## src/rtl/pc_sequencer.sv

```systemverilog
// pc_sequencer: control FSM steering the program_counter through idle, load, run and done.
// Ports: clk, rst_n; launch/launch_addr start a program; pc_value plus decode
//   (stall, is_branch, branch_cond, branch_target, is_halt) drive the run phase;
//   pc_start/pc_start_address/pc_branch/pc_taken/pc_target feed the program_counter;
//   fetch_valid, busy, done, timeout, overrun, instr_count report status.
module pc_sequencer #(
    parameter int INSTR_W    = 9,
    parameter int SIZE       = 256,
    parameter int CNT_W      = 16,
    parameter int MAX_CYCLES = 65535
) (
    input  logic               clk,
    input  logic               rst_n,
    input  logic               launch,
    input  logic [INSTR_W-1:0] launch_addr,
    input  logic [INSTR_W-1:0] pc_value,
    input  logic               stall,
    input  logic               is_branch,
    input  logic               branch_cond,
    input  logic [INSTR_W-1:0] branch_target,
    input  logic               is_halt,
    output logic               pc_start,
    output logic [INSTR_W-1:0] pc_start_address,
    output logic               pc_branch,
    output logic               pc_taken,
    output logic [INSTR_W-1:0] pc_target,
    output logic               fetch_valid,
    output logic               busy,
    output logic               done,
    output logic               timeout,
    output logic               overrun,
    output logic [CNT_W-1:0]   instr_count
);

    typedef enum logic [1:0] {
        IDLE,
        LOAD,
        RUN,
        DONE
    } state_t;

    localparam logic [INSTR_W-1:0] LAST_ADDR = INSTR_W'(SIZE - 1);
    localparam logic [CNT_W-1:0]   WD_LAST   = CNT_W'(MAX_CYCLES - 1);

    state_t             state;
    logic [INSTR_W-1:0] addr_reg;
    logic [CNT_W-1:0]   cycle_cnt;

    logic run;
    logic fire;
    logic taken_br;
    logic halt_exit;
    logic ovr_exit;
    logic wd_exit;
    logic freeze;

    always_comb begin
        run       = (state == RUN);
        fire      = run && !stall;
        taken_br  = is_branch && branch_cond;
        halt_exit = fire && is_halt;
        // Falling off the last address ends the run unless control
        // leaves via halt or a taken branch.
        ovr_exit  = fire && !is_halt && !taken_br && (pc_value == LAST_ADDR);
        wd_exit   = run && (cycle_cnt == WD_LAST) && !halt_exit && !ovr_exit;
        // The PC has no hold input: freezing is a taken branch to itself.
        freeze    = run && (stall || is_halt || ovr_exit || wd_exit);
    end

    always_comb begin
        pc_start         = !run;
        pc_start_address = addr_reg;
        pc_branch        = 1'b0;
        pc_taken         = 1'b0;
        pc_target        = pc_value;
        if (freeze) begin
            pc_branch = 1'b1;
            pc_taken  = 1'b1;
        end else if (run && is_branch) begin
            pc_branch = 1'b1;
            pc_taken  = branch_cond;
            pc_target = branch_target;
        end
    end

    // A watchdog exit behaves as a stall, so that instruction does not retire.
    assign fetch_valid = fire && !wd_exit;
    assign busy        = (state == LOAD) || (state == RUN);
    assign done        = (state == DONE);

    always_ff @(posedge clk or negedge rst_n) begin
        if (!rst_n) begin
            state       <= IDLE;
            addr_reg    <= '0;
            instr_count <= '0;
            cycle_cnt   <= '0;
            timeout     <= 1'b0;
            overrun     <= 1'b0;
        end else begin
            unique case (state)
                IDLE, DONE: begin
                    if (launch) begin
                        addr_reg    <= launch_addr;
                        instr_count <= '0;
                        cycle_cnt   <= '0;
                        timeout     <= 1'b0;
                        overrun     <= 1'b0;
                        state       <= LOAD;
                    end else begin
                        state <= IDLE;
                    end
                end
                LOAD: begin
                    state <= RUN;
                end
                RUN: begin
                    cycle_cnt <= cycle_cnt + CNT_W'(1);
                    if (fetch_valid && (instr_count != '1)) begin
                        instr_count <= instr_count + CNT_W'(1);
                    end
                    if (ovr_exit) begin
                        overrun <= 1'b1;
                    end
                    if (wd_exit) begin
                        timeout <= 1'b1;
                    end
                    if (halt_exit || ovr_exit || wd_exit) begin
                        state <= DONE;
                    end
                end
                default: begin
                    state <= IDLE;
                end
            endcase
        end
    end

endmodule

```

## config.mk

```make
export PLATFORM = sky130hd
export DESIGN_NAME = pc_sequencer
export DESIGN_NICKNAME = d
export VERILOG_FILES = /design/src/rtl/pc_sequencer.sv
export SDC_FILE = /design/constraint.sdc
export NUM_CORES = 1
export LEC_CHECK = 0
export ABC_AREA = 0
export CORE_MARGIN = 2
export CORE_UTILIZATION = 52
export DETAILED_ROUTE_END_ITERATION = 12
export GPL_TIMING_DRIVEN = 1
export PLACE_DENSITY_LB_ADDON = 0.12
export SLEW_MARGIN = 20
export SYNTH_ARGS = -nofsm -noshare
export SYNTH_HDL_FRONTEND = slang
export SYNTH_SLANG_ARGS = --single-unit
```

## constraint.sdc

```tcl
create_clock -name clk -period 4.5 [get_ports clk]
set_clock_uncertainty 0.1 [all_clocks]
set_input_delay 0.45 -clock clk [delete_from_list [all_inputs] [get_ports clk]]
set_output_delay 0.45 -clock clk [all_outputs]
set_load 0.1 [all_outputs]
```

==> impl_metrics.csv, run 1 <==
group,metric,value,unit
run_status,status,"complete, no violations",
sta,finalMaxSlewViolations,0,
worst_setup_path,crit_family,"buffers and inverters",
yosys,ys_seq_area_share,40.34,%
floorplanning,start_util,54.31,%
clock_tree,insertion_delay,0.30,ns
clock_tree,cts.sinks,45,
run,cap_violations,0,
worst_setup_path,critPathMaxFanout,15,
worst_hold_path,min_path_type,"in -> async",
yosys,muxShareOfSynthArea,9.637,%
placement,dpl.cell_count,420,
yosys,synth_ff_type,"dfrtp_1",
worst_setup_path,start_kind,"register",
clock_tree,cts_buffer_depth,2,
power_and_ir_drop,net-switching-power,1.421,mW
clock_tree,root_buffer,"clkbuf_8",
layout,drive_above_1_share,14.80,%
clock_tree,cts_max_level,2,
floorplanning,core_area,5140,um2
placement,dp_hpwl,4.739,mm
clock_tree,cts_setup_buffers,0,
clock_tree,cts_buffers,5,
layout,antenna_cells,0,
worst_setup_path,cp.buffers_inverters,3,
worst_setup_path,cp.arrival,2.81,ns
yosys,yosysWarnings,0,
clock_tree,cts.repair.resized,0,
yosys,synthArstFlopShare,100.0,%
drt,via_count,2499,
placement,placement.io_buffers,75,
drt,routedWlPerCell,15.76,um
clock_tree,cts.reportedPaths.clkPinSlew,0.09,ns
floorplanning,rows,26,
power_and_ir_drop,combPwrFrac,63.8,%
sta,grt_setup_unrepaired,"false",
layout,fillers,412,
floorplanning,io_pins,76,
sta,worst_slew_pin_slew,0.9897,ns
placement,gp_congestion,0.8503,
yosys,syn_inst,288,
power_and_ir_drop,p_int,1.070,mW
floorplanning,die_area,5970,um2
sta,period_share,74.59,%
grt,grt_pass1_wl,11.39,mm
power_and_ir_drop,seq_power_share,23.5,%
yosys,synth_top_family_by_area,"simple AND/OR/NAND/NOR gates",
worst_setup_path,cp_slowest_cell,"clkdlybuf4s50_1",
yosys,syn_area,2791,um2
layout,areaGrowthSynthToFinish,30.79,%
grt,grt_max_degree,46,
yosys,synth_cell_types,55,
sta,slew_headroom,33.81,%
floorplanning,die_w,77.27,um
power_and_ir_drop,leakagePower,1.573,nW
worst_setup_path,cp.required,3.95,ns
grt,first_global_vias,2371,
sta,period_minus_slack,3.357,ns
yosys,synth-edff-count,0,
drt,dr.pass1.iters,4,
worst_setup_path,end_kind,"output pin",
sta,tns,0,ns
yosys,syn_avg_cell_area,9.692,um2
drt,wirelength,6.747,mm
yosys,synthSimpleGateAreaFrac,28.19,%
sta,timing.fmax,0.2979,GHz
drt,drc,0,
power_and_ir_drop,swShare,57.03,%
power_and_ir_drop,max-vdd-ir-drop,808.6,uV
worst_setup_path,slowest_delay,1.24,ns
worst_setup_path,crit_top_cell,"inv_1",
floorplanning,die_y,77.27,um
drt,viasPerCell,5.839,
clock_tree,hold_buffers,0,
yosys,synth_xor_area_share,4.079,%
sta,setup_violations,0,
grt,antenna_found_initial,0,
yosys,synth_fp_nets,327,
yosys,synth_seq_cells,45,
grt,grt_use_total,23.45,%
grt,grt_overflow,0,
yosys,synth_compound_area_share,11.30,%
worst_setup_path,worstPathCellList,"inv_1 -> ha_1 -> inv_1 -> clkdlybuf4s50_1",
power_and_ir_drop,power.density,682.2,nW/um2
layout,final_cells,428,
sta,finalHoldViolations,0,
drt,drtAntennaViolNets,0,
clock_tree,cts_tree,"done",
worst_setup_path,worst-setup-path-type,"reg -> out",
yosys,synthAdderAreaFrac,2.241,%
drt,first_iter_violations,225,
power_and_ir_drop,clockPowerShare,12.7,%
layout,nets,396,
-- power by group through the flow --
stage | clock network (mW) | logic (mW) | registers (mW)
floorplan | 0 | 0.709 | 1.09
global placement | 0 | 1.57 | 0.584
detailed placement | 0 | 1.59 | 0.591
CTS | 0.324 | 1.59 | 0.585
global route | 0.338 | 1.67 | 0.602
finish | 0.316 | 1.59 | 0.586
-- worst register-to-register path: stages (launching register included) --
cell	delay, ns
dfrtp_1	0.40
inv_1	0.08
ha_1	0.43
nor3b_2	0.32
nand4_2	0.22
o211ai_2	0.70
a21oi_1	0.17
a211o_1	0.31
-- synthesized netlist by cell type, drive strengths merged (2+ instances only) --
cell type | number | area [um2]
nor4 | 7 | 73.82
o311ai | 2 | 17.52
or4 | 3 | 22.52
a31oi | 6 | 37.54
o21ai | 4 | 20.02
mux2 | 20 | 259.0
xor2 | 8 | 70.07
and3 | 10 | 67.56
a211o | 3 | 26.28
nand4 | 16 | 127.6
nor3b | 3 | 27.52
nand3 | 13 | 65.06
nor3 | 18 | 90.09
or3 | 4 | 25.02
and4 | 3 | 26.28
o211ai | 8 | 65.06
ha | 5 | 62.56
clkbuf | 8 | 30.03
xnor2 | 5 | 43.79
nand2b | 2 | 12.51
nand2 | 27 | 101.4
nand4b | 2 | 17.52
nor2 | 25 | 93.84
buf | 7 | 50.04
a21oi | 6 | 30.03
dfrtp | 45 | 1126
inv | 10 | 37.54
a21o | 2 | 15.01
-- through the flow --
stage | setup WS, ns | hold slack [ns] | power, mW | utilization, % | area, um2
after floorplan | 0.2860 | 0.05441 | 1.800 | - | 2791
after global placement | 1.319 | 0.3796 | 2.155 | 68.67 | 3530
after detailed placement | 1.227 | 0.3855 | 2.181 | 68.67 | 3530
after CTS | 1.147 | 0.2439 | 2.502 | 70.93 | 3646
after global routing | 0.9931 | 0.08220 | 2.606 | 71.03 | 3651
final | 1.143 | 0.02731 | 2.491 | 71.03 | 3651
-- cell type report --
cell class	count	area [um2]	share of cell area [%]
multi-input cells	218	1550	42.46
clock buffers	7	86.33	2.365
flip-flops and latches	45	1126	30.84
inverters	10	37.54	1.028
repair buffers	77	733.2	20.08
well taps	70	87.58	2.399
clock inverters	1	30.03	0.8225
-- routing by layer --
metal  wire length, um  track usage (%)  vias to the layer above
li1                  -                -                     1201
met1              3020            32.93                     1166
met2              3019            35.83                      126
met3               644            6.353                        6
met4                63            6.250                        0
met5                 0                0                        -
-- path summary, 6_finish.rpt --
check,startpoint,endpoint,slack (ns),cells past startpoint
setup / recovery,state[0],pc_start,1.14,4
setup reg to reg,state[0],instr_count[6],1.68,7
min in group clk,overrun,overrun,0.40,2
hold reg to reg,overrun,overrun,0.40,2
max in group asynchronous,rst_n,cycle_cnt[8],3.85,1
hold / removal,rst_n,instr_count[9],0.03,1
-- flip-flops by register name, indices dropped and copies added (netlist names) --
| register | flops |
|---|---|
| overrun | 1 |
| pc_start_address | 9 |
| timeout | 1 |
| instr_count | 16 |
| cycle_cnt | 16 |
| state | 2 |
-- logic make-up (layout without fill, tap and decap cells) --
| group | count (synthesis) | after routing |
|---|---|---|
| compound gates | 42 | 42 |
| simple gates | 137 | 137 |
| fa+ha+maj | 5 | 5 |
| xor+xnor | 13 | 13 |
| flops | 45 | 45 |
| buf+inv | 25 | 95 |
| mux | 21 | 21 |
-- layout by cell type, fill, tap and decap left out, types with 3 or more instances in the layout --
cell             instances
nand2_1                 27
clkbuf_8                 6
or3_1                    4
a211o_1                  3
and4_1                   3
ha_1                     5
nor4_1                   5
o211ai_1                 7
nor3_1                  18
dfrtp_1                 45
mux2_4                   9
nor2_1                  24
a31oi_1                  6
mux2_2                  11
o21ai_0                  4
a21oi_1                  6
xnor2_1                  5
clkdlybuf4s50_1         62
inv_1                   10
buf_4                   15
nand4_1                 13
nand3_1                 13
and3_1                   9
or4_1                    3
xor2_1                   8
Note: power is estimated with default switching activity, not from simulation.
==> run 2, diff against run 1 <==
Settings changed: CORE_UTILIZATION 52 to 49.
Clock period 4.5 ns to 3.3 ns, I/O delays scaled along.
==> impl_metrics.csv, run 2 (synthesis gave the netlist of run 1 again) <==
group,metric,value,unit
clock_tree,cts_buffers,5,
grt,met1_usage,32.09,%
layout,nets,401,
drt,wirelength,7.034,mm
grt,grt_overflow,0,
worst_setup_path,worstPathCellList,"inv_1 -> ha_1 -> nand4_1 -> nor4_4 -> o21ba_4 -> and3_4 -> mux2_4 -> buf_12",
clock_tree,root_buffer,"clkbuf_8",
layout,final_common_cell,"clkdlybuf4s50_1",
sta,period_share,90.69,%
clock_tree,cts_buffer_depth,2,
sta,hold_slack,0.4121,ns
worst_setup_path,cp.arrival,2.56,ns
placement,place_ws,0.5878,ns
grt,first_global_vias,2479,
power_and_ir_drop,leakagePower,1.654,nW
worst_setup_path,reg2reg_to,"instr_count[15]",
worst_setup_path,worst-setup-path-type,"reg -> out",
layout,areaGrowthSynthToFinish,36.71,%
grt,antenna_found_initial,0,
floorplanning,die_y,79.48,um
drt,routedWlPerCell,16.17,um
worst_hold_path,worst_hold_path.endpoint,"pc_start_address[4]",
sta,grt_setup_unrepaired,"false",
drt,drtAntennaViolNets,0,
worst_setup_path,cp.required,2.87,ns
placement,dpl_cell_area,3702,um2
layout,final_core_util,69.30,%
drt,via_count,2574,
sta,finalMaxSlewViolations,0,
layout,final_area,3816,um2
clock_tree,insertion_delay,0.30,ns
power_and_ir_drop,max-vdd-ir-drop,867.1,uV
worst_setup_path,r2r_slack,0.73,ns
worst_setup_path,cp_slowest_cell,"dfrtp_1",
run_status,status,"complete, no violations",
sta,slew_headroom,32.96,%
worst_hold_path,holdPathStages,1,
grt,grt.met2_usage,36.13,%
power_and_ir_drop,power.density,901.2,nW/um2
drt,first_iter_violations,255,
layout,antenna_cells,0,
sta,worst_slack,0.3071,ns
layout,mostFrequentLayoutCells,"56 x clkdlybuf4s50_1, 45 x dfrtp_1, 27 x nand2_1",
clock_tree,cts.reportedPaths.clkPinSlew,0.08,ns
placement,gp_congestion,0.8366,
worst_setup_path,slowest_delay,0.39,ns
drt,drc,0,
sta,timing.fmax,0.3341,GHz
grt,grt_pass1_wl,11.64,mm
drt,dr.pass1.iters,4,
floorplanning,io_pins,76,
grt,grt_max_degree,46,
sta,setup_violations,0,
floorplanning,start_util,50.69,%
floorplanning,die_area,6316,um2
clock_tree,cts_max_level,2,
worst_hold_path,hold_path_startpoint,"pc_start_address[4]",
worst_setup_path,r2r_start,"state[0]",
floorplanning,die_w,79.48,um
floorplanning,rows,27,
sta,period_minus_slack,2.993,ns
clock_tree,cts_tree,"done",
drt,viasPerCell,5.917,
sta,worst_slew_pin_slew,1.002,ns
floorplanning,core_area,5507,um2
grt,busiest_layer,"met2",
grt,grtUsageMet3,5.995,%
clock_tree,cts_setup_buffers,0,
grt,grt_use_total,23.26,%
worst_setup_path,critPathMaxFanout,9,
placement,placement.io_buffers,75,
clock_tree,cts.sinks,45,
sta,finalHoldViolations,0,
worst_hold_path,min_path_type,"reg -> reg",
layout,drive_above_1_share,17.63,%
placement,dp_hpwl,5.032,mm
run,cap_violations,0,
worst_setup_path,reg2regPathDepth,7,
worst_setup_path,end_kind,"output pin",
worst_setup_path,start_kind,"register",
layout,fillers,419,
==> run 2: cell types whose count changed in the layout (fill, tap and decap cells not counted), sizes merged <==
cell and delta:
bufinv -1, clkinv +1, clkdlybuf4s50 -6, dlygate4sd3 +1
buf +10
==> run 2: power breakdown <==
| group | internal (mW) | total [mW] | switching (mW) |
|---|---|---|---|
| Sequential | 0.677 | 0.798 | 0.121 |
| Clock | 0.190 | 0.376 | 0.187 |
| Combinational | 0.608 | 2.26 | 1.66 |
==> run 2: worst max-delay path, delay by kind of cell (launching register included) <==
family                     cells  cell delay (ns)
buffers and inverters          2             0.25
adders and majority gates      1             0.29
muxes                          1             0.33
AOI/OAI and AO/OA              1             0.21
DFF                            1             0.39
and+or+nand+nor                3             0.80
==> run 2: what timing repair did <==
| action | in CTS | in global routing |
|---|---|---|
| gates resized for setup | 0 | 0 |
| endpoints found under the hold margin | 0 | 45 |
| hold buffers | 0 | 1 |
==> run 2: metrics by stage <==
stage	std cells	TNS, ns	power, mW
3_3_place_gp	426	0	3.043
4_1_cts	434	0	3.442
5_1_grt	435	0	3.579
3_5_place_dp	426	0	3.064
6_report	435	0	3.439
2_1_floorplan	288	-0.6058	2.457
==> run 2: worst max-delay path by stage <==
stage	startpoint	cells after the start	slack, ns	endpoint
final	state[0]	8	0.31	pc_target[7]
after global placement	is_halt	7	0.64	pc_target[6]
after global routing	state[0]	8	0.18	pc_target[7]
after detailed placement	is_halt	7	0.59	pc_target[7]
after CTS	state[0]	8	0.29	pc_target[7]
after floorplan	state[0]	6	-0.30	pc_branch
==> run 2: per-layer routing <==
| metal | share of wire, % | wire length (um) |
|---|---|---|
| met1 | 45 | 3145 |
| met2 | 45 | 3157 |
| met3 | 9.0 | 634 |
| met4 | 1.4 | 97 |
| met5 | 0 | 0 |
==> run 2: area by class of cell <==
| class | count | area [um2] | area share, % |
|---|---|---|---|
| Timing Repair Buffer | 82 | 908.4 | 23.80 |
| Sequential cell | 45 | 1126 | 29.51 |
| Clock inverter | 1 | 5.005 | 0.1311 |
| Multi-Input combinational cell | 218 | 1553 | 40.69 |
| Inverter | 10 | 37.54 | 0.9836 |
| Tap cell | 72 | 90.09 | 2.361 |
| Clock buffer | 7 | 96.34 | 2.525 |
==> run 3, diff against run 2 <==
Settings changed: SLEW_MARGIN 20 to unset.
Clock period 3.3 ns to 3.1 ns, I/O delays scaled along.
==> impl_metrics.csv, run 3 (synthesis gave the netlist of run 1 again) <==
group,metric,value,unit
drt,routedWlPerCell,16.29,um
placement,dp_hpwl,5.009,mm
worst_setup_path,slowest_delay,0.39,ns
floorplanning,die_w,79.48,um
grt,first_global_vias,2426,
layout,antenna_cells,0,
clock_tree,cts.repair.resized,0,
clock_tree,cts_buffer_depth,2,
power_and_ir_drop,seq_power_share,23.5,%
power_and_ir_drop,p_int,1.533,mW
sta,period_share,94.21,%
layout,nets,401,
worst_setup_path,r2r_start,"state[0]",
worst_setup_path,worst-setup-path-type,"reg -> out",
power_and_ir_drop,swShare,57.82,%
sta,period_minus_slack,2.920,ns
clock_tree,cts_tree,"done",
worst_setup_path,cp.buffers_inverters,2,
drt,first_iter_violations,157,
sta,worst_slew_pin_slew,1.006,ns
worst_setup_path,r2r_slack,0.61,ns
clock_tree,insertion_delay,0.30,ns
layout,areaGrowthSynthToFinish,34.38,%
floorplanning,core_area,5507,um2
clock_tree,cts_setup_buffers,0,
drt,via_count,2570,
worst_setup_path,critPathLaunch,"state[0]",
worst_setup_path,critPathMaxFanout,9,
clock_tree,cts_max_level,2,
power_and_ir_drop,clockPowerShare,11.2,%
sta,setup_violations,0,
sta,timing.fmax,0.3424,GHz
clock_tree,cts.sinks,45,
power_and_ir_drop,combPwrFrac,65.3,%
clock_tree,root_buffer,"clkbuf_8",
grt,grt_pass1_wl,11.78,mm
power_and_ir_drop,leakagePower,1.691,nW
worst_setup_path,reg2regPathDepth,7,
power_and_ir_drop,max-vdd-ir-drop,1050,uV
sta,slew_headroom,32.90,%
clock_tree,cts_buffers,5,
drt,dr.pass1.iters,4,
power_and_ir_drop,power.density,968.5,nW/um2
worst_setup_path,cp.required,2.69,ns
floorplanning,die_y,79.48,um
drt,wirelength,7.087,mm
power_and_ir_drop,net-switching-power,2.100,mW
sta,tns,0,ns
worst_setup_path,crit_end,"pc_target[4]",
drt,drtAntennaViolNets,0,
grt,grt_use_total,23.44,%
layout,mostFrequentLayoutCells,"45 x dfrtp_1, 37 x buf_4, 32 x clkdlybuf4s50_1",
run_status,status,"complete, no violations",
sta,grt_setup_unrepaired,"false",
floorplanning,start_util,50.69,%
layout,multiInputGateArea,1553,um2
placement,placement.io_buffers,75,
grt,grt_overflow,0,
power_and_ir_drop,finalPower,3.633,mW
floorplanning,rows,27,
worst_setup_path,crit_family,"simple AND/OR/NAND/NOR gates",
run,cap_violations,0,
sta,finalHoldViolations,0,
clock_tree,cts.reportedPaths.clkPinSlew,0.09,ns
layout,final_common_cell,"dfrtp_1",
clock_tree,hold_buffers,0,
worst_setup_path,critical_path_depth,8,
layout,drive_above_1_share,24.52,%
worst_setup_path,reg2reg_to,"instr_count[9]",
drt,drc,0,
layout,regArea,1126,um2
grt,grt_max_degree,46,
worst_hold_path,min_path_type,"in -> async",
floorplanning,io_pins,76,
sta,finalMaxSlewViolations,0,
layout,fillers,440,
placement,gp_congestion,0.8900,
drt,viasPerCell,5.908,
worst_setup_path,worstPathCellList,"inv_1 -> ha_1 -> nor3b_2 -> nand4_2 -> o21ba_4 -> and3_4 -> mux2_4 -> buf_12",
worst_setup_path,cp_slowest_cell,"dfrtp_1",
worst_setup_path,start_kind,"register",
grt,antenna_found_initial,0,
floorplanning,die_area,6316,um2
worst_setup_path,end_kind,"output pin",
worst_setup_path,cp.arrival,2.51,ns
[run 3: per-stage QoR]
step | instance area (um2) | cells | hold slack (ns) | utilization (%) | setup slack (ns)
after floorplan | 2796 | 288 | -0.08559 | - | -0.4829
after global placement | 3650 | 427 | 0.3819 | 66.28 | 0.4709
after detailed placement | 3650 | 427 | 0.3887 | 66.28 | 0.3893
after CTS | 3751 | 435 | 0.1210 | 68.12 | 0.1515
after global routing | 3751 | 435 | 0.1550 | 68.12 | 0.03842
final | 3751 | 435 | 0.05203 | 68.12 | 0.1795
[run 3: metal layers]
metal  global-route usage (%)  vias up  routed length, um
met5                        0        -                  0
met4                    6.379        0                 50
met3                    4.977        5                629
met2                    36.97      113               3169
met1                    32.68     1243               3237
li1                         -     1209                  -
[run 3: worst min path at each step]
stage             from              end  slack, ns  cells past startpoint
6_report         rst_n   instr_count[9]       0.05                      1
5_1_grt          rst_n   instr_count[9]       0.15                      1
3_5_place_dp   overrun          overrun       0.39                      2
4_1_cts          rst_n  instr_count[10]       0.12                      1
2_1_floorplan    rst_n     cycle_cnt[0]      -0.09                      0
3_3_place_gp   overrun          overrun       0.38                      2
[run 3: power groups by stage]
stage	clock network, mW	logic, mW	registers, mW
2_1_floorplan	0	1.03	1.58
3_3_place_gp	0	2.35	0.852
3_5_place_dp	0	2.37	0.858
4_1_cts	0.410	2.38	0.852
5_1_grt	0.432	2.50	0.873
6_report	0.407	2.37	0.852
[run 3: area by class of cell]
class,instances,area share (%)
Timing Repair Buffer,82,22.48
Clock buffer,7,2.568
Tap cell,72,2.402
Sequential cell,45,30.02
Inverter,10,1.001
Multi-Input combinational cell,218,41.39
Clock inverter,1,0.1334
